File: src/rtl/pe_seq_pkg.sv
// Shared types and word-count arithmetic for the PE stream sequencer.
// Counts are computed in 32 bits and masked to the caller's counter width after each product.
package pe_seq_pkg;

  typedef enum logic [2:0] {
    ST_IDLE,
    ST_CALC,
    ST_READY,
    ST_RUN,
    ST_DONE
  } seq_state_t;

  function automatic int unsigned pack_ratio(input int unsigned wide, input int unsigned narrow);
    return wide / narrow;
  endfunction

  function automatic int unsigned cnt_mask(input int unsigned cnt_w);
    return (cnt_w >= 32) ? 32'hFFFF_FFFF : ((32'd1 << cnt_w) - 32'd1);
  endfunction

  // Input row width: W = (F-1)*U + S
  function automatic int unsigned calc_w(input int unsigned s, input int unsigned f,
                                         input int unsigned u, input int unsigned cnt_w);
    int unsigned m;
    m = cnt_mask(cnt_w);
    return (((((f - 1) & m) * u) & m) + s) & m;
  endfunction

  function automatic int unsigned calc_n_if(input int unsigned n, input int unsigned w,
                                            input int unsigned q, input int unsigned cnt_w);
    int unsigned m;
    m = cnt_mask(cnt_w);
    return ((((n * w) & m) * q) & m);
  endfunction

  function automatic int unsigned calc_n_fl(input int unsigned p, input int unsigned q,
                                            input int unsigned s, input int unsigned pack,
                                            input int unsigned cnt_w);
    int unsigned m;
    int unsigned prod;
    m    = cnt_mask(cnt_w);
    prod = (((p * q) & m) * s) & m;
    return ((prod + pack - 1) / pack) & m;
  endfunction

  function automatic int unsigned calc_n_ps(input int unsigned p, input int unsigned n,
                                            input int unsigned f, input int unsigned pack,
                                            input int unsigned cnt_w);
    int unsigned m;
    int unsigned prod;
    m    = cnt_mask(cnt_w);
    prod = (((p * n) & m) * f) & m;
    return ((prod + pack - 1) / pack) & m;
  endfunction

endpackage

File: src/rtl/pe_seq_load_channel.sv
// One buffer-to-FIFO load stream: read issue, one-entry staging register, push under back-pressure.
// Optional o_blocked output exists only with PE_STREAM_SEQ_STALL_CNT_EN.
module pe_seq_load_channel #(
  parameter int unsigned DW         = 16,
  parameter int unsigned ADDR_WIDTH = 12,
  parameter int unsigned CNT_WIDTH  = 16
) (
  input  logic                  clk,
  input  logic                  rst,
  input  logic                  i_start,
  input  logic                  i_run,
  input  logic [CNT_WIDTH-1:0]  i_n,
  output logic                  o_rd_en,
  output logic [ADDR_WIDTH-1:0] o_rd_addr,
  input  logic [DW-1:0]         i_rd_data,
  output logic                  o_push,
  output logic [DW-1:0]         o_data,
  input  logic                  i_full,
  output logic                  o_complete
`ifdef PE_STREAM_SEQ_STALL_CNT_EN
  , output logic                o_blocked
`endif
);

  logic [CNT_WIDTH-1:0] r_req;
  logic [CNT_WIDTH-1:0] r_pushed;
  logic                 r_stg_valid;
  logic                 r_fresh;
  logic [DW-1:0]        r_stg_data;
  logic [DW-1:0]        w_stg_data;
  logic                 w_push;
  logic                 w_rd;

  // Freshly returned read data is pushed straight from the buffer port; it is also
  // captured so it survives a full FIFO.
  assign w_stg_data = r_fresh ? i_rd_data : r_stg_data;
  assign w_push     = i_run & r_stg_valid & ~i_full;
  assign w_rd       = i_run & (r_req < i_n) & (~r_stg_valid | w_push);

  assign o_rd_en    = w_rd;
  assign o_rd_addr  = ADDR_WIDTH'(r_req);
  assign o_push     = w_push;
  assign o_data     = w_stg_data;
  assign o_complete = (r_pushed == i_n);
`ifdef PE_STREAM_SEQ_STALL_CNT_EN
  assign o_blocked  = r_stg_valid & i_full;
`endif

  always_ff @(posedge clk or posedge rst) begin
    if (rst) begin
      r_req       <= '0;
      r_pushed    <= '0;
      r_stg_valid <= 1'b0;
      r_fresh     <= 1'b0;
      r_stg_data  <= '0;
    end else if (i_start) begin
      r_req       <= '0;
      r_pushed    <= '0;
      r_stg_valid <= 1'b0;
      r_fresh     <= 1'b0;
      r_stg_data  <= '0;
    end else begin
      r_fresh <= w_rd;
      if (w_rd)
        r_req <= r_req + 1'b1;
      if (w_push)
        r_pushed <= r_pushed + 1'b1;
      if (w_rd)
        r_stg_valid <= 1'b1;
      else if (w_push)
        r_stg_valid <= 1'b0;
      if (r_fresh)
        r_stg_data <= i_rd_data;
    end
  end

endmodule

File: src/rtl/pe_stream_sequencer.sv
// Layer-level sequencer feeding PE_wrapper FIFOs from read buffers and draining opsum to a write buffer.
// Optional stall counters enabled by PE_STREAM_SEQ_STALL_CNT_EN.
module pe_stream_sequencer
  import pe_seq_pkg::*;
#(
  parameter int unsigned DATA_WIDTH        = 16,
  parameter int unsigned DATA_WIDTH_IFMAP  = 16,
  parameter int unsigned DATA_WIDTH_FILTER = 64,
  parameter int unsigned DATA_WIDTH_PSUM   = 64,
  parameter int unsigned S_WIDTH           = 5,
  parameter int unsigned F_WIDTH           = 6,
  parameter int unsigned U_WIDTH           = 3,
  parameter int unsigned n_WIDTH           = 3,
  parameter int unsigned p_WIDTH           = 5,
  parameter int unsigned q_WIDTH           = 3,
  parameter int unsigned ADDR_WIDTH        = 12,
  parameter int unsigned CNT_WIDTH         = 16
) (
  input  logic                         clk,
  input  logic                         reset,
  input  logic                         configure,
  input  logic [S_WIDTH-1:0]           S,
  input  logic [F_WIDTH-1:0]           F,
  input  logic [U_WIDTH-1:0]           U,
  input  logic [n_WIDTH-1:0]           n,
  input  logic [p_WIDTH-1:0]           p,
  input  logic [q_WIDTH-1:0]           q,
  input  logic                         start,
  output logic                         busy,
  output logic                         done,
  output logic                         if_rd_en,
  output logic [ADDR_WIDTH-1:0]        if_rd_addr,
  input  logic [DATA_WIDTH_IFMAP-1:0]  if_rd_data,
  output logic                         fl_rd_en,
  output logic [ADDR_WIDTH-1:0]        fl_rd_addr,
  input  logic [DATA_WIDTH_FILTER-1:0] fl_rd_data,
  output logic                         ps_rd_en,
  output logic [ADDR_WIDTH-1:0]        ps_rd_addr,
  input  logic [DATA_WIDTH_PSUM-1:0]   ps_rd_data,
  output logic                         push_ifmap,
  output logic [DATA_WIDTH_IFMAP-1:0]  ifmap,
  input  logic                         ifmap_fifo_full,
  output logic                         push_filter,
  output logic [DATA_WIDTH_FILTER-1:0] filter,
  input  logic                         filter_fifo_full,
  output logic                         push_ipsum,
  output logic [DATA_WIDTH_PSUM-1:0]   ipsum,
  input  logic                         ipsum_fifo_full,
  output logic                         pop_opsum,
  input  logic [DATA_WIDTH_PSUM-1:0]   opsum,
  input  logic                         opsum_fifo_empty,
  output logic                         op_wr_en,
  output logic [ADDR_WIDTH-1:0]        op_wr_addr,
  output logic [DATA_WIDTH_PSUM-1:0]   op_wr_data
`ifdef PE_STREAM_SEQ_STALL_CNT_EN
  , output logic [CNT_WIDTH-1:0]       stall_if
  , output logic [CNT_WIDTH-1:0]       stall_fl
  , output logic [CNT_WIDTH-1:0]       stall_ps
  , output logic [CNT_WIDTH-1:0]       stall_op
`endif
);

  localparam int unsigned PACK_F = pack_ratio(DATA_WIDTH_FILTER, DATA_WIDTH);
  localparam int unsigned PACK_P = pack_ratio(DATA_WIDTH_PSUM, DATA_WIDTH);

  seq_state_t           r_state;
  logic                 r_busy;
  logic                 r_done;
  logic [S_WIDTH-1:0]   r_S;
  logic [F_WIDTH-1:0]   r_F;
  logic [U_WIDTH-1:0]   r_U;
  logic [n_WIDTH-1:0]   r_n;
  logic [p_WIDTH-1:0]   r_p;
  logic [q_WIDTH-1:0]   r_q;
  logic [CNT_WIDTH-1:0] r_n_if;
  logic [CNT_WIDTH-1:0] r_n_fl;
  logic [CNT_WIDTH-1:0] r_n_ps;
  logic [CNT_WIDTH-1:0] r_popped;

  logic w_run;
  logic w_start;
  logic w_pop;
  logic w_if_cmpl;
  logic w_fl_cmpl;
  logic w_ps_cmpl;
  logic w_all_cmpl;

  assign w_run      = (r_state == ST_RUN);
  assign w_start    = (r_state == ST_READY) & start & ~configure;
  assign w_pop      = w_run & ~opsum_fifo_empty & (r_popped < r_n_ps);
  assign w_all_cmpl = w_if_cmpl & w_fl_cmpl & w_ps_cmpl & (r_popped == r_n_ps);

  assign busy       = r_busy;
  assign done       = r_done;
  assign pop_opsum  = w_pop;
  assign op_wr_en   = w_pop;
  assign op_wr_addr = w_pop ? ADDR_WIDTH'(r_popped) : '0;
  assign op_wr_data = w_pop ? opsum : '0;

`ifdef PE_STREAM_SEQ_STALL_CNT_EN
  logic w_if_blk;
  logic w_fl_blk;
  logic w_ps_blk;
`endif

  pe_seq_load_channel #(.DW(DATA_WIDTH_IFMAP), .ADDR_WIDTH(ADDR_WIDTH), .CNT_WIDTH(CNT_WIDTH)) u_if_ch (
    .clk        (clk),
    .rst        (reset),
    .i_start    (w_start),
    .i_run      (w_run),
    .i_n        (r_n_if),
    .o_rd_en    (if_rd_en),
    .o_rd_addr  (if_rd_addr),
    .i_rd_data  (if_rd_data),
    .o_push     (push_ifmap),
    .o_data     (ifmap),
    .i_full     (ifmap_fifo_full),
    .o_complete (w_if_cmpl)
`ifdef PE_STREAM_SEQ_STALL_CNT_EN
    , .o_blocked (w_if_blk)
`endif
  );

  pe_seq_load_channel #(.DW(DATA_WIDTH_FILTER), .ADDR_WIDTH(ADDR_WIDTH), .CNT_WIDTH(CNT_WIDTH)) u_fl_ch (
    .clk        (clk),
    .rst        (reset),
    .i_start    (w_start),
    .i_run      (w_run),
    .i_n        (r_n_fl),
    .o_rd_en    (fl_rd_en),
    .o_rd_addr  (fl_rd_addr),
    .i_rd_data  (fl_rd_data),
    .o_push     (push_filter),
    .o_data     (filter),
    .i_full     (filter_fifo_full),
    .o_complete (w_fl_cmpl)
`ifdef PE_STREAM_SEQ_STALL_CNT_EN
    , .o_blocked (w_fl_blk)
`endif
  );

  pe_seq_load_channel #(.DW(DATA_WIDTH_PSUM), .ADDR_WIDTH(ADDR_WIDTH), .CNT_WIDTH(CNT_WIDTH)) u_ps_ch (
    .clk        (clk),
    .rst        (reset),
    .i_start    (w_start),
    .i_run      (w_run),
    .i_n        (r_n_ps),
    .o_rd_en    (ps_rd_en),
    .o_rd_addr  (ps_rd_addr),
    .i_rd_data  (ps_rd_data),
    .o_push     (push_ipsum),
    .o_data     (ipsum),
    .i_full     (ipsum_fifo_full),
    .o_complete (w_ps_cmpl)
`ifdef PE_STREAM_SEQ_STALL_CNT_EN
    , .o_blocked (w_ps_blk)
`endif
  );

  always_ff @(posedge clk or posedge reset) begin
    if (reset) begin
      r_state  <= ST_IDLE;
      r_busy   <= 1'b0;
      r_done   <= 1'b0;
      r_S      <= '0;
      r_F      <= '0;
      r_U      <= '0;
      r_n      <= '0;
      r_p      <= '0;
      r_q      <= '0;
      r_n_if   <= '0;
      r_n_fl   <= '0;
      r_n_ps   <= '0;
      r_popped <= '0;
    end else begin
      r_done <= 1'b0;
      case (r_state)
        ST_IDLE: begin
          if (configure) begin
            {r_S, r_F, r_U, r_n, r_p, r_q} <= {S, F, U, n, p, q};
            r_state <= ST_CALC;
            r_busy  <= 1'b1;
          end
        end
        ST_CALC: begin
          r_n_if  <= CNT_WIDTH'(calc_n_if(32'(r_n),
                                          calc_w(32'(r_S), 32'(r_F), 32'(r_U), CNT_WIDTH),
                                          32'(r_q), CNT_WIDTH));
          r_n_fl  <= CNT_WIDTH'(calc_n_fl(32'(r_p), 32'(r_q), 32'(r_S), PACK_F, CNT_WIDTH));
          r_n_ps  <= CNT_WIDTH'(calc_n_ps(32'(r_p), 32'(r_n), 32'(r_F), PACK_P, CNT_WIDTH));
          r_state <= ST_READY;
          r_busy  <= 1'b0;
        end
        ST_READY: begin
          if (configure) begin
            {r_S, r_F, r_U, r_n, r_p, r_q} <= {S, F, U, n, p, q};
            r_state <= ST_CALC;
            r_busy  <= 1'b1;
          end else if (start) begin
            r_popped <= '0;
            r_state  <= ST_RUN;
            r_busy   <= 1'b1;
          end
        end
        ST_RUN: begin
          if (w_pop)
            r_popped <= r_popped + 1'b1;
          if (w_all_cmpl) begin
            r_state <= ST_DONE;
            r_busy  <= 1'b0;
            r_done  <= 1'b1;
          end
        end
        ST_DONE: r_state <= ST_IDLE;
        default: begin
          r_state <= ST_IDLE;
          r_busy  <= 1'b0;
        end
      endcase
    end
  end

`ifdef PE_STREAM_SEQ_STALL_CNT_EN
  logic [CNT_WIDTH-1:0] r_stall_if;
  logic [CNT_WIDTH-1:0] r_stall_fl;
  logic [CNT_WIDTH-1:0] r_stall_ps;
  logic [CNT_WIDTH-1:0] r_stall_op;
  logic                 w_op_blk;

  assign w_op_blk = opsum_fifo_empty & (r_popped < r_n_ps);
  assign stall_if = r_stall_if;
  assign stall_fl = r_stall_fl;
  assign stall_ps = r_stall_ps;
  assign stall_op = r_stall_op;

  always_ff @(posedge clk or posedge reset) begin
    if (reset) begin
      r_stall_if <= '0;
      r_stall_fl <= '0;
      r_stall_ps <= '0;
      r_stall_op <= '0;
    end else if (w_start) begin
      r_stall_if <= '0;
      r_stall_fl <= '0;
      r_stall_ps <= '0;
      r_stall_op <= '0;
    end else if (w_run) begin
      if (w_if_blk && !(&r_stall_if)) r_stall_if <= r_stall_if + 1'b1;
      if (w_fl_blk && !(&r_stall_fl)) r_stall_fl <= r_stall_fl + 1'b1;
      if (w_ps_blk && !(&r_stall_ps)) r_stall_ps <= r_stall_ps + 1'b1;
      if (w_op_blk && !(&r_stall_op)) r_stall_op <= r_stall_op + 1'b1;
    end
  end
`endif

endmodule

File: config.mk
export PLATFORM = sky130hd
export DESIGN_NAME = pe_stream_sequencer
export DESIGN_NICKNAME = d
export VERILOG_FILES = /design/src/rtl/pe_seq_pkg.sv /design/src/rtl/pe_seq_load_channel.sv /design/src/rtl/pe_stream_sequencer.sv
export SDC_FILE = /design/constraint.sdc
export NUM_CORES = 1
export LEC_CHECK = 0
export BUFFER_PORTS_ARGS = -buffer_cell sky130_fd_sc_hd__buf_2
export CAP_MARGIN = 30
export CORE_MARGIN = 4
export CORE_UTILIZATION = 60
export DETAILED_ROUTE_END_ITERATION = 7
export MAX_ROUTING_LAYER = met4
export PLACE_DENSITY = 0.95
export SETUP_SLACK_MARGIN = 0.5
export SLEW_MARGIN = 15
export SYNTH_ARGS = -nofsm -noshare
export SYNTH_HDL_FRONTEND = slang
export SYNTH_SLANG_ARGS = --single-unit
File: constraint.sdc
create_clock -name clk -period 20.4 [get_ports clk]
set_input_delay 2.04 -clock clk [delete_from_list [all_inputs] [get_ports clk]]
set_output_delay 2.04 -clock clk [all_outputs]
set_load 0.02 [all_outputs]
Yosys cells after proc, flatten, opt, wreduce, memory -nomap -nowiden
Cells that the tools add are included.
Word-level totals
  register bits after elaboration: 340
  output and inout bits: 266
Operators by class
  $add $sub $neg: 13
  $mul: 7
  magnitude comparators: 4
  equal/unequal tests: 14
  muxes and demuxes: 48
  bitwise logic cells: 31
  reduce and logical (&&, ||, !) cells: 16
Operators by type and width (number)
  2-to-1 mux 64 bit: 5
  2-to-1 mux 16 bit: 17
  adder 16 x 1 -> 16 bit, second input constant: 7
  equality test 16 bit: 4
  less-than comparator 16 bit: 4
  multiplier 16 x 3 -> 16 bit: 2
  one-hot mux 16 bit (2 select lines): 1
  AND 1 bit: 19
  2-to-1 mux 1 bit: 18
  adder 16 x 5 -> 16 bit: 1
  multiplier 3 x 16 -> 16 bit: 1
  multiplier 5 x 3 -> 8 bit: 2
  subtractor 15 x 1 -> 16 bit, second input constant: 1
  adder 14 x 3 -> 15 bit, second input constant: 1
  subtractor 14 x 1 -> 15 bit, second input constant: 1
  adder 13 x 3 -> 14 bit, second input constant: 1
  multiplier 8 x 6 -> 14 bit: 1
  nonzero test 2 bit: 7
  multiplier 8 x 5 -> 13 bit: 1
  2-to-1 mux 12 bit: 1
  2-to-1 mux 3 bit: 4
  one-hot mux 3 bit (4 select lines): 1
  inequality test 2 bit, second input constant: 5
  inverter 1 bit: 9
  13 further kinds: 19

Longest topological paths before layout
Gate-level depths: netlist of the first run.
  depth after elaboration: 7
  gate-level depth with buffers: 36
  depth with buffers taken out: 35

Cells and area by module
A second synthesis of the first run with hierarchy kept.
Unflattened totals
  cell total of the unflattened synthesis: 2635
  area total of the unflattened synthesis: 24793.8 sq um
By module, submodules not included
  pe_stream_sequencer: times used 1, cells an instance 1314, area each 10965.5 sq um, seq. area each 2177.1 sq um
  pe_seq_load_channel at u_fl_ch ...: times used 2, cells an instance 494, area each 5278.8 sq um, seq. area each 2452.4 sq um
  pe_seq_load_channel at u_if_ch: times used 1, cells an instance 333, area each 3270.6 sq um, seq. area each 1251.2 sq um

Least setup slack after synthesis of the first run
No wires, ideal clock.
  kind: register -> register
  start: register r_F[0]
  end: register r_n_if[15]
  library setup time: 0.136 ns
  data arrival time: 7.598 ns
  data required time: 20.264 ns
  path slack: 12.666 ns
  cell stages (with the launch flop): 36
  path through: dfrtp_1 > clkbuf_1 > inv_1 > ha_1 > xor2_1 > and2_1 > fa_1 > inv_1 > fa_1 > inv_1 > ha_1 > nand3_1 > o211ai_1 > o41ai_1 > o21bai_1 > a21oi_1 > xor2_1 > nand2_1 > fa_1 > inv_1 > ha_1 > a21o_1 > a21o_1 > a21oi_1 > xnor2_1 > nand2_1 > fa_1 > inv_1 > ha_1 > nand2_1 > o41ai_1 > a31oi_1 > xor2_1 > xnor2_1 > xnor2_1 > o21ai_0
Between the ends
  cells in the longest elaborated chain, start to end: 5
Ends and longest elaborated chain
  from (decl): RTL line pe_stream_sequencer.sv:70  | logic [F_WIDTH-1:0] r_F;
  from (signal assigned): RTL line pe_stream_sequencer.sv:180  | {r_S, r_F, r_U, r_n, r_p, r_q} <= {S, F, U, n, p, q};
  from (signal assigned): RTL line pe_stream_sequencer.sv:196  | {r_S, r_F, r_U, r_n, r_p, r_q} <= {S, F, U, n, p, q};
  subtractor 6 x 1 -> 7 bit: RTL line pe_seq_pkg.sv:26  | return (((((f - 1) & m) * u) & m) + s) & m;
  multiplier 16 x 3 -> 16 bit: RTL line pe_seq_pkg.sv:26
  adder 16 x 5 -> 16 bit: RTL line pe_seq_pkg.sv:26
  multiplier 3 x 16 -> 16 bit: RTL line pe_seq_pkg.sv:33  | return ((((n * w) & m) * q) & m);
  multiplier 16 x 3 -> 16 bit: RTL line pe_seq_pkg.sv:33
  to (signal assigned): RTL line pe_stream_sequencer.sv:186  | r_n_if <= CNT_WIDTH'(calc_n_if(32'(r_n),
  to (decl): RTL line pe_stream_sequencer.sv:75  | logic [CNT_WIDTH-1:0] r_n_if;
No other way between the ends.
A chain may end at the register's enable or synchronous reset.

Worst setup path in the final report of the first run
Same ends and word-level chain as after synthesis.

==> results.ini, run 1 <==
[outcome]
status=completed

[synth]
ys_ff_latch=333
ys_seq_area_frac=0.354
syn_area_per_cell_um2=9.54
yosysWarningCount=0
synth_cells=2465
synthDistinctLibCells=57
ys.flop_type=dfrtp_1
synthesis.nets=2965
synth-async-reset-ratio=1.00
syn-cell-area_um2=23500
synth_edf_count=0

[final_layout]
area_delta_synth_final_pct=17.3
final_cell_area_um2=27600
drive_above_1_share=0.264
stdcell_count=3443
postLayoutCoreUtil=0.712
n_fill_cell=2545
layout_commonest_cell=buf_2
mostFrequentLayoutCells=buf_2 (508), dfrtp_1 (331), nand2_1 (265)
nets=3389

[setup_path]
r2r-end=r_n_if[15]
reg2reg_depth=34
cp.required_ns=20.80
slowest_stage=o41ai_1
crit_top_cell=inv_1
critical_path_class=flip-flop to flip-flop
start_kind=flip-flop
timing.rr.start=r_F[0]
cp_slowest_stage_delay_ns=0.76
critPathMaxFanout=11
endpoint_kind=flip-flop
arrival_ns=9.22
ff2ff_setup_slack_ns=11.58

[clock_tree]
cts_resized=0
cts_root_buf=clkbuf_16
cts_buffer_depth=3
clock_latency_ns=0.57
cts_made_buffers=38
cts_hold_buf=0
cts_tree=built
path_clk_slew_ns=0.06
clock-sinks=333
htreeDepth=2
postCtsSetupBuffers=0

[min_path]
hold_start=r_popped[15]
holdPathStages=1
hold_path_end=r_popped[15]
worstHoldPathType=flip-flop to flip-flop

[floorplanning]
coreArea_um2=38700
die_w_um=206
design.die.area_um2=42400
ios=507
start_util=0.607
row_count=72
fp.dieH_um=206

[global_route]
gr-total-overflow=0
grt_max_degree=133
grt_pass1_vias=20200
grt_antenna_before_repair=6
grt_first_pass_wirelength_mm=107
grt_use_total=0.321

[sta]
setup_tns_ns=0
tightestPinTransition_ns=1.00
rsz0062_at_grt=false
hold_violations=0
skew_ns=0.0253
fmax_mhz=113
setup_viol=0
slew-limit-headroom=0.331
fin_crit_ns=8.82
drv_slew=0
period_share=0.432

[place]
port_buffers=506
hpwlAfterDp_mm=51.4
place_congestion=0.948
dp.cells=3362
dpl_cell_area_um2=26200

[detailed_routing]
viasPerCell=5.87
route.detailed.drc=0
routed_wl_mm=68.5
wl_per_cell_um=19.9
dr.pass1.iters=7
drtIter0Drc=1752
postRouteAntennaNets=0
num_vias=20200

[job]
cap_violations=0

registers in the layout, indices dropped and copies added (netlist names), 12 cells and up:
signal and cells:
u_fl_ch.r_stg_data 64, u_ps_ch.r_stg_data 64, r_n_if 16, r_popped 16, u_fl_ch.r_pushed 16, u_fl_ch.r_req 16
u_if_ch.r_pushed 16, u_if_ch.r_req 16, u_if_ch.r_stg_data 16, u_ps_ch.r_pushed 16, u_ps_ch.r_req 16, r_n_ps 13
r_n_fl 12
cell families after synthesis:
| family | count (synthesis) | synth area share |
|---|---|---|
| AOI/OAI and AO/OA | 304 | 0.0814 |
| xor gates and xnor gates | 136 | 0.0507 |
| adders and majority gates | 259 | 0.167 |
| buffers and inverters | 357 | 0.0635 |
| DFF | 333 | 0.354 |
| muxes | 178 | 0.0845 |
| and+or+nand+nor | 898 | 0.199 |
cell type report:
cell class,count,area [µm²],share of cell area
antenna,6,15.0,0.000544
clock buffer,50,1060,0.0383
clock inverter,20,272,0.00984
inverter,215,815,0.0295
multi-input combinational,1775,13700,0.497
sequential,333,8340,0.302
tap,518,648,0.0235
timing repair buffer,526,2740,0.0992
worst max path at each step:
stage,startpoint,endpoint,slack (ns),cells past startpoint
final,r_F[0],r_n_if[15],11.58,34
after global routing,r_F[0],r_n_if[15],10.97,34
after CTS,r_F[0],r_n_if[15],11.69,34
after detailed placement,r_F[0],r_n_if[15],11.75,34
after global placement,r_F[0],r_n_if[15],12.29,34
after floorplan,reset,busy,9.14,1
per-stage QoR:
stage,hold WS (ns),setup WS (ns)
2_1_floorplan,0.443,9.14
3_3_place_gp,0.463,12.29
3_5_place_dp,0.469,11.75
4_1_cts,0.481,11.69
5_1_grt,0.504,10.97
6_report,0.474,11.58
per-layer routing:
metal  global-route usage  wire length, µm  up-vias
li1                     -                -     9072
met1                0.388            25400     9795
met2                0.511            32800     1085
met3               0.0723             6500      268
met4                0.161             3800        0
met5                    -                0        -
worst max-delay path: cells and delay by family, from the launching register on:
family	cells	cell delay, ns
buffers and inverters	5	0.35
AND/OR/NAND/NOR	7	0.86
adder cells (fa/ha/maj)	8	3.39
AO/OA/AOI/OAI	8	2.24
flip-flops	1	0.53
XOR/XNOR	6	1.26
Yosys cell counts, types with 8 or more instances:
cell	n	share of area
inv_1	215	0.034
nand3_1	49	0.010
o21bai_1	8	0.0026
fa_1	91	0.077
ha_1	168	0.089
o31ai_1	22	0.0070
nor2_1	98	0.016
and2_1	211	0.056
clkbuf_1	99	0.016
xnor2_1	71	0.026
mux2_2	164	0.079
o211ai_1	10	0.0032
or4_1	19	0.0061
mux2i_1	14	0.0060
buf_4	37	0.012
nor3_1	26	0.0055
a21o_1	31	0.0099
nor2b_1	19	0.0051
nand2b_1	18	0.0048
or3_1	31	0.0082
o21a_1	17	0.0054
a21oi_1	88	0.019
dfrtp_1	333	0.35
o21ai_0	91	0.019
nand4_1	31	0.0082
xor2_1	65	0.024
and3_1	101	0.027
nand2_1	265	0.042
Power of run 1 is left out: the tool's default activity adds up to more than one toggle a clock period on the data nets, which glitch-free logic cannot reach.
==> run 2: changes to the inputs <==
--- a/config.mk
+++ b/config.mk
@@ -5,13 +5,14 @@
 export SDC_FILE = /design/constraint.sdc
 export NUM_CORES = 1
 export LEC_CHECK = 0
+export ABC_AREA = 1
 export BUFFER_PORTS_ARGS = -buffer_cell sky130_fd_sc_hd__buf_2
 export CAP_MARGIN = 30
 export CORE_MARGIN = 4
-export CORE_UTILIZATION = 60
+export CORE_UTILIZATION = 51
 export DETAILED_ROUTE_END_ITERATION = 7
 export MAX_ROUTING_LAYER = met4
-export PLACE_DENSITY = 0.95
+export PLACE_DENSITY = 0.86
 export SETUP_SLACK_MARGIN = 0.5
 export SLEW_MARGIN = 15
 export SYNTH_ARGS = -nofsm -noshare
==> constraint.sdc (replaced) <==
create_clock -name clk -period 7.7 [get_ports clk]
set_input_delay 0.77 -clock clk [delete_from_list [all_inputs] [get_ports clk]]
set_output_delay 0.77 -clock clk [all_outputs]
set_load 0.02 [all_outputs]
==> results.ini, run 2 <==
[final_layout]
reg_top3=u_fl_ch.r_stg_data (64), u_ps_ch.r_stg_data (64)
nets=3953  ; +17%
area_delta_synth_final_pct=19.1
layout_commonest_cell=inv_1
drive_above_1_share=0.248  ; -0.0156
mostFrequentLayoutCells=inv_1 (615), nand2_1 (597), buf_2 (506)

[detailed_routing]
num_vias=21800  ; +7.6%
viasPerCell=5.31  ; -9.6%
drtIter0Drc=1978  ; +13%
dr.pass1.iters=6  ; -1
wl_per_cell_um=18.2  ; -8.6%
route.detailed.drc=0  ; unchanged
postRouteAntennaNets=0  ; unchanged
routed_wl_mm=74.5  ; +8.7%

[sta]
setup_viol=0  ; unchanged
fin_crit_ns=6.96  ; -1.86 ns
rsz0062_at_grt=true
fmax_mhz=144  ; +27%
setup_tns_ns=0  ; unchanged
skew_ns=0.0316  ; +0.00627 ns
slew-limit-headroom=0.397  ; +0.0664
drv_slew=0  ; unchanged
tightestPinTransition_ns=0.905  ; -0.0975 ns
hold_violations=0  ; unchanged
period_share=0.904  ; +0.472

[clock_tree]
clock-sinks=333  ; unchanged
cts_buffer_depth=3  ; unchanged
cts_root_buf=clkbuf_16
path_clk_slew_ns=0.06  ; about the same
cts_tree=built
cts_hold_buf=0  ; unchanged
clock_latency_ns=0.57  ; about the same
htreeDepth=2  ; unchanged
cts_made_buffers=39  ; +2.6%

[synth]
synth_top_area_share=0.344  ; -0.0100
synth_cells=3004  ; +22%
ys_ff_latch=333  ; unchanged
synthTopCellsByArea=dfrtp_1 (34%), inv_1 (9.6%), nand2_1 (9.3%)
ys_seq_area_frac=0.344  ; -0.0100
synth_top_family_by_area=simple AND/OR/NAND/NOR gates
yosysWarningCount=0  ; unchanged
synth_fa_ha_area_frac=0.162  ; -0.00471
synth_xor_area_frac=0.0250  ; -0.0257
synth-async-reset-ratio=1.00  ; unchanged
synthMuxAreaShare=0.0698  ; -0.0147
synthesis.nets=3504  ; +18%
synth_compound_area_frac=0.0820  ; +0.000650
synthSimpleGateAreaFrac=0.195  ; -0.00390
synth_common_cells=inv_1 (621), nand2_1 (598), dfrtp_1 (333)
syn-cell-area_um2=24200  ; +2.9%
yosysTopAreaCell=dfrtp_1
ys.flop_type=dfrtp_1
synthDistinctLibCells=63  ; +11%
synth.most_common_cell=inv_1
syn_area_per_cell_um2=8.06  ; -16%
synth_edf_count=0  ; unchanged

[global_route]
grt_use_total=0.287  ; -0.0346
grt_pass1_vias=20300  ; +0.69%
grt_antenna_before_repair=15  ; +9
grt_max_degree=157  ; +18%
gr-total-overflow=0  ; unchanged
grt_first_pass_wirelength_mm=112  ; +4.8%

[floorplanning]
row_count=79  ; +9.7%
coreArea_um2=46800  ; +21%
design.die.area_um2=51000  ; +20%
fp.dieH_um=226  ; +9.6%
die_w_um=226  ; +9.6%
start_util=0.518  ; -0.0895
ios=507  ; unchanged

[setup_path]
arrival_ns=7.42  ; -1.80 ns
timing.rr.start=r_F[1]
critPathBufInv=7  ; +2
cp.required_ns=8.16  ; -12.64 ns
critical_path_class=flip-flop to flip-flop
crit_top_cell=nand2_1
slowest_stage=fa_1
ff2ff_setup_slack_ns=0.74  ; -10.84 ns
critPathMaxFanout=5  ; -6
start_kind=flip-flop
reg2reg_depth=41  ; +21%
cp_slowest_stage_delay_ns=0.51  ; -0.25 ns
crit_family=adder cells
endpoint_kind=flip-flop
r2r-end=r_n_if[15]

[place]
place_congestion=0.958  ; +1.1%
hpwlAfterDp_mm=58.0  ; +13%
port_buffers=506  ; unchanged

[outcome]
status=completed

[min_path]
worstHoldPathType=input port to asynchronous set/reset pin

[pwr]
peakVddDrop_mv=0.166
cellPowerDensity_nw_per_um2=256
power.total_mw=7.37
leakage_nw=16.3

[job]
cap_violations=0  ; unchanged

run 2: how the worst max path moves through the flow:
| stage | from | to | slack [ns] | cells past startpoint |
|---|---|---|---|---|
| floorplan | r_F[0] | r_n_if[15] | 0.68 | 37 |
| global placement | r_F[0] | r_n_if[15] | 0.39 | 41 |
| detailed placement | r_F[0] | r_n_if[15] | 0.27 | 41 |
| CTS | r_F[1] | r_n_if[15] | 0.50 | 41 |
| global route | r_F[1] | r_n_if[15] | 0.33 | 40 |
| finish | r_F[1] | r_n_if[15] | 0.74 | 41 |
run 2: per-stage QoR:
step | hold slack (ns) | util | instance area, µm² | std cells | setup slack, ns
after CTS | 0.413 | 0.608 | 28400 | 4082 | 0.504
after global routing | 0.437 | 0.616 | 28800 | 4095 | 0.335
after floorplan | 0.428 | - | 24200 | 3004 | 0.680
after global placement | 0.441 | 0.578 | 27000 | 4012 | 0.393
after detailed placement | 0.444 | 0.578 | 27000 | 4012 | 0.267
final | 0.421 | 0.616 | 28800 | 4096 | 0.741
run 2: worst register-to-register path, delay by kind of cell (launching register included):
kind / cells / cell delay [ns]
buf+inv: 7 / 0.51
xor+xnor: 3 / 0.50
simple gates: 17 / 1.47
compound gates: 6 / 0.91
fa+ha+maj: 8 / 3.02
flops: 1 / 0.44
run 2: final cells by class:
class                   instances  area [µm²]
clock buffers                  53        1070
diodes                          8        20.0
clock inverters                16         239
multi-input cells            1923       13300
well taps                     607         759
repair buffers                529        2740
fillers                      3849       17900
inverters                     627        2360
flip-flops and latches        333        8340
run 2: layer usage:
layer  GRT usage  up-vias  wire (µm)
met5           -        -          0
met4       0.111        0       3070
met3      0.0767      161       7860
met2       0.427     1002      33300
met1       0.377    10300      30200
li1            -    10300          -
run 2: what timing repair did:
item                                    in CTS  in global routing
buffers inserted                             1                  5
pin swaps                                    1                  9
endpoints found under the setup margin       5                  7
resized for setup                           14                 65
run 2: logic make-up (layout without fill, tap and decap cells):
logic type / Yosys count / after routing
other: 0 / 8
DFF: 333 / 333
buffers and inverters: 748 / 1225
and+or+nand+nor: 1094 / 1094
AOI/OAI and AO/OA: 351 / 351
adders and majority gates: 259 / 259
xor gates and xnor gates: 69 / 69
muxes: 150 / 150
run 2: power breakdown:
part | leakage [nW] | switching (mW) | internal, mW
Combinational | 11.6 | 1.90 | 1.04
Clock | 0.631 | 0.769 | 1.15
Sequential | 4.08 | 0.277 | 2.24
Power figures use the tool's default switching activity.
==> run 3: changes to the inputs <==
--- a/config.mk
+++ b/config.mk
@@ -8,7 +8,7 @@
 export ABC_AREA = 1
 export BUFFER_PORTS_ARGS = -buffer_cell sky130_fd_sc_hd__buf_2
 export CAP_MARGIN = 30
-export CORE_MARGIN = 4
+export CORE_MARGIN = 10
 export CORE_UTILIZATION = 51
 export DETAILED_ROUTE_END_ITERATION = 7
 export MAX_ROUTING_LAYER = met4
==> results.ini, run 3 (synthesis results as in run 2) <==
[outcome]
status=completed

[sta]
skew_ns=0.0238  ; -0.00782 ns
worst_slack_ns=0.737  ; -0.00415 ns
slew-limit-headroom=0.435  ; +0.0375
setup_viol=0  ; unchanged
rsz0062_at_grt=true
period_share=0.904  ; about the same
fmax_mhz=144  ; about the same
drv_slew=0  ; unchanged
setup_tns_ns=0  ; unchanged
hold_violations=0  ; unchanged
fin_crit_ns=6.96  ; +0.00415 ns
tightestPinTransition_ns=0.848  ; -0.0563 ns

[setup_path]
critical_path_class=flip-flop to flip-flop
timing.rr.start=r_F[1]
slowest_stage=fa_1
cp_slowest_stage_delay_ns=0.53  ; +0.02 ns
arrival_ns=7.43  ; about the same
start_kind=flip-flop
r2r-end=r_n_if[15]
reg2reg_depth=37  ; -9.8%
ff2ff_setup_slack_ns=0.74  ; about the same
cp.required_ns=8.16  ; about the same
endpoint_kind=flip-flop
critPathMaxFanout=5  ; unchanged

[global_route]
grt_max_degree=140  ; -11%
grtUsageMet2=0.409  ; -0.0174
grtUsageMet1=0.325  ; -0.0518
grt_use_total=0.261  ; -0.0258
grt_first_pass_wirelength_mm=115  ; +2.7%
grt_antenna_before_repair=15  ; unchanged
grt_most_used_layer=met2
met3_usage=0.0606  ; -0.0161
grt_pass1_vias=20800  ; +2.2%
gr-total-overflow=0  ; unchanged

[pwr]
power.total_mw=7.38  ; +0.11%
cellPowerDensity_nw_per_um2=253  ; -1.0%
leakage_nw=16.5  ; +0.68%
peakVddDrop_mv=0.169  ; +1.8%

[final_layout]
drive_above_1_share=0.257  ; +0.00852
mostFrequentLayoutCells=inv_1 (610), nand2_1 (591), buf_2 (506)
nets=3968  ; +0.38%
reg_top3=u_fl_ch.r_stg_data (64), u_ps_ch.r_stg_data (64)
layout_commonest_cell=inv_1
area_delta_synth_final_pct=20.5
postLayoutCoreUtil=0.623  ; +0.00723
n_fill_cell=3794  ; -1.4%

[min_path]
worstHoldPathType=input port to flip-flop
hold_path_end=r_q[0]
hold_start=q[0]
holdPathStages=2

[floorplanning]
die_w_um=238  ; +5.3%
ios=507  ; unchanged
start_util=0.518  ; unchanged
coreArea_um2=46800  ; unchanged
fp.dieH_um=238  ; +5.3%
design.die.area_um2=56600  ; +11%
row_count=79  ; unchanged

[clock_tree]
cts_made_buffers=40  ; +2.6%
cts_hold_buf=0  ; unchanged
path_clk_slew_ns=0.05  ; about the same
cts_tree=built
htreeDepth=2  ; unchanged
clock_latency_ns=0.58  ; about the same
cts_buffer_depth=3  ; unchanged
clock-sinks=333  ; unchanged
cts_root_buf=clkbuf_16

[place]
preCtsSetupSlack_ns=0.220  ; -0.0473 ns
hpwlAfterDp_mm=58.8  ; +1.4%
place_congestion=0.931  ; -2.9%
port_buffers=506  ; unchanged

[detailed_routing]
dr.pass1.iters=8  ; +2
routed_wl_mm=75.9  ; +1.9%
wl_per_cell_um=18.4  ; +1.5%
drtIter0Drc=1823  ; -7.8%
viasPerCell=5.27  ; -0.72%
postRouteAntennaNets=0  ; unchanged
num_vias=21700  ; -0.28%
route.detailed.drc=0  ; unchanged

[job]
cap_violations=0  ; unchanged

-- run 3: area by class of cell --
| cell class | count | area (µm²) | area share |
|---|---|---|---|
| inverters | 627 | 2360 | 0.0811 |
| multi-input cells | 1923 | 13500 | 0.461 |
| clock buffers | 57 | 1160 | 0.0400 |
| well taps | 607 | 759 | 0.0261 |
| repair buffers | 543 | 2850 | 0.0976 |
| diodes | 13 | 32.5 | 0.00112 |
| flip-flops and latches | 333 | 8340 | 0.286 |
| clock inverters | 11 | 189 | 0.00648 |
-- run 3: per-stage QoR --
step | instances | instance area [µm²] | hold slack [ns]
after floorplan | 3004 | 24200 | 0.428
after global placement | 4012 | 27000 | 0.441
after detailed placement | 4012 | 27000 | 0.447
after CTS | 4081 | 28500 | 0.411
after global routing | 4112 | 29100 | 0.437
final | 4114 | 29200 | 0.429
-- run 3: timing repair --
item,4_1_cts,5_1_grt
resized for setup,12,101
buffers inserted,1,19
pin swaps,1,45
endpoints found under the setup margin,4,7
-- run 3: routing by layer --
layer	wire length, µm	part of all wire
met1	30100	0.40
met5	0	0
met4	2750	0.036
met2	36000	0.47
met3	7050	0.093
-- run 3: worst max-delay path, delay by kind of cell, from the launching register on --
kind,cells,cell delay (ns)
xor gates and xnor gates,3,0.35
AOI/OAI and AO/OA,7,1.18
and+or+nand+nor,13,1.40
adders and majority gates,8,3.13
buffers and inverters,6,0.36
DFF,1,0.44
-- run 3: report_power, final --
group | switching, mW | internal (mW)
Clock | 0.769 | 1.16
Sequential | 0.274 | 2.24
Combinational | 1.90 | 1.04
Total | 2.94 | 4.44
-- run 3: how the worst max path moves through the flow --
stage	startpoint	to	slack, ns
after global placement	r_F[0]	r_n_if[15]	0.37
after floorplan	r_F[0]	r_n_if[15]	0.68
after global routing	r_F[0]	r_n_if[15]	0.32
final	r_F[1]	r_n_if[15]	0.74
after detailed placement	r_F[1]	r_n_if[15]	0.22
after CTS	r_F[1]	r_n_if[15]	0.51
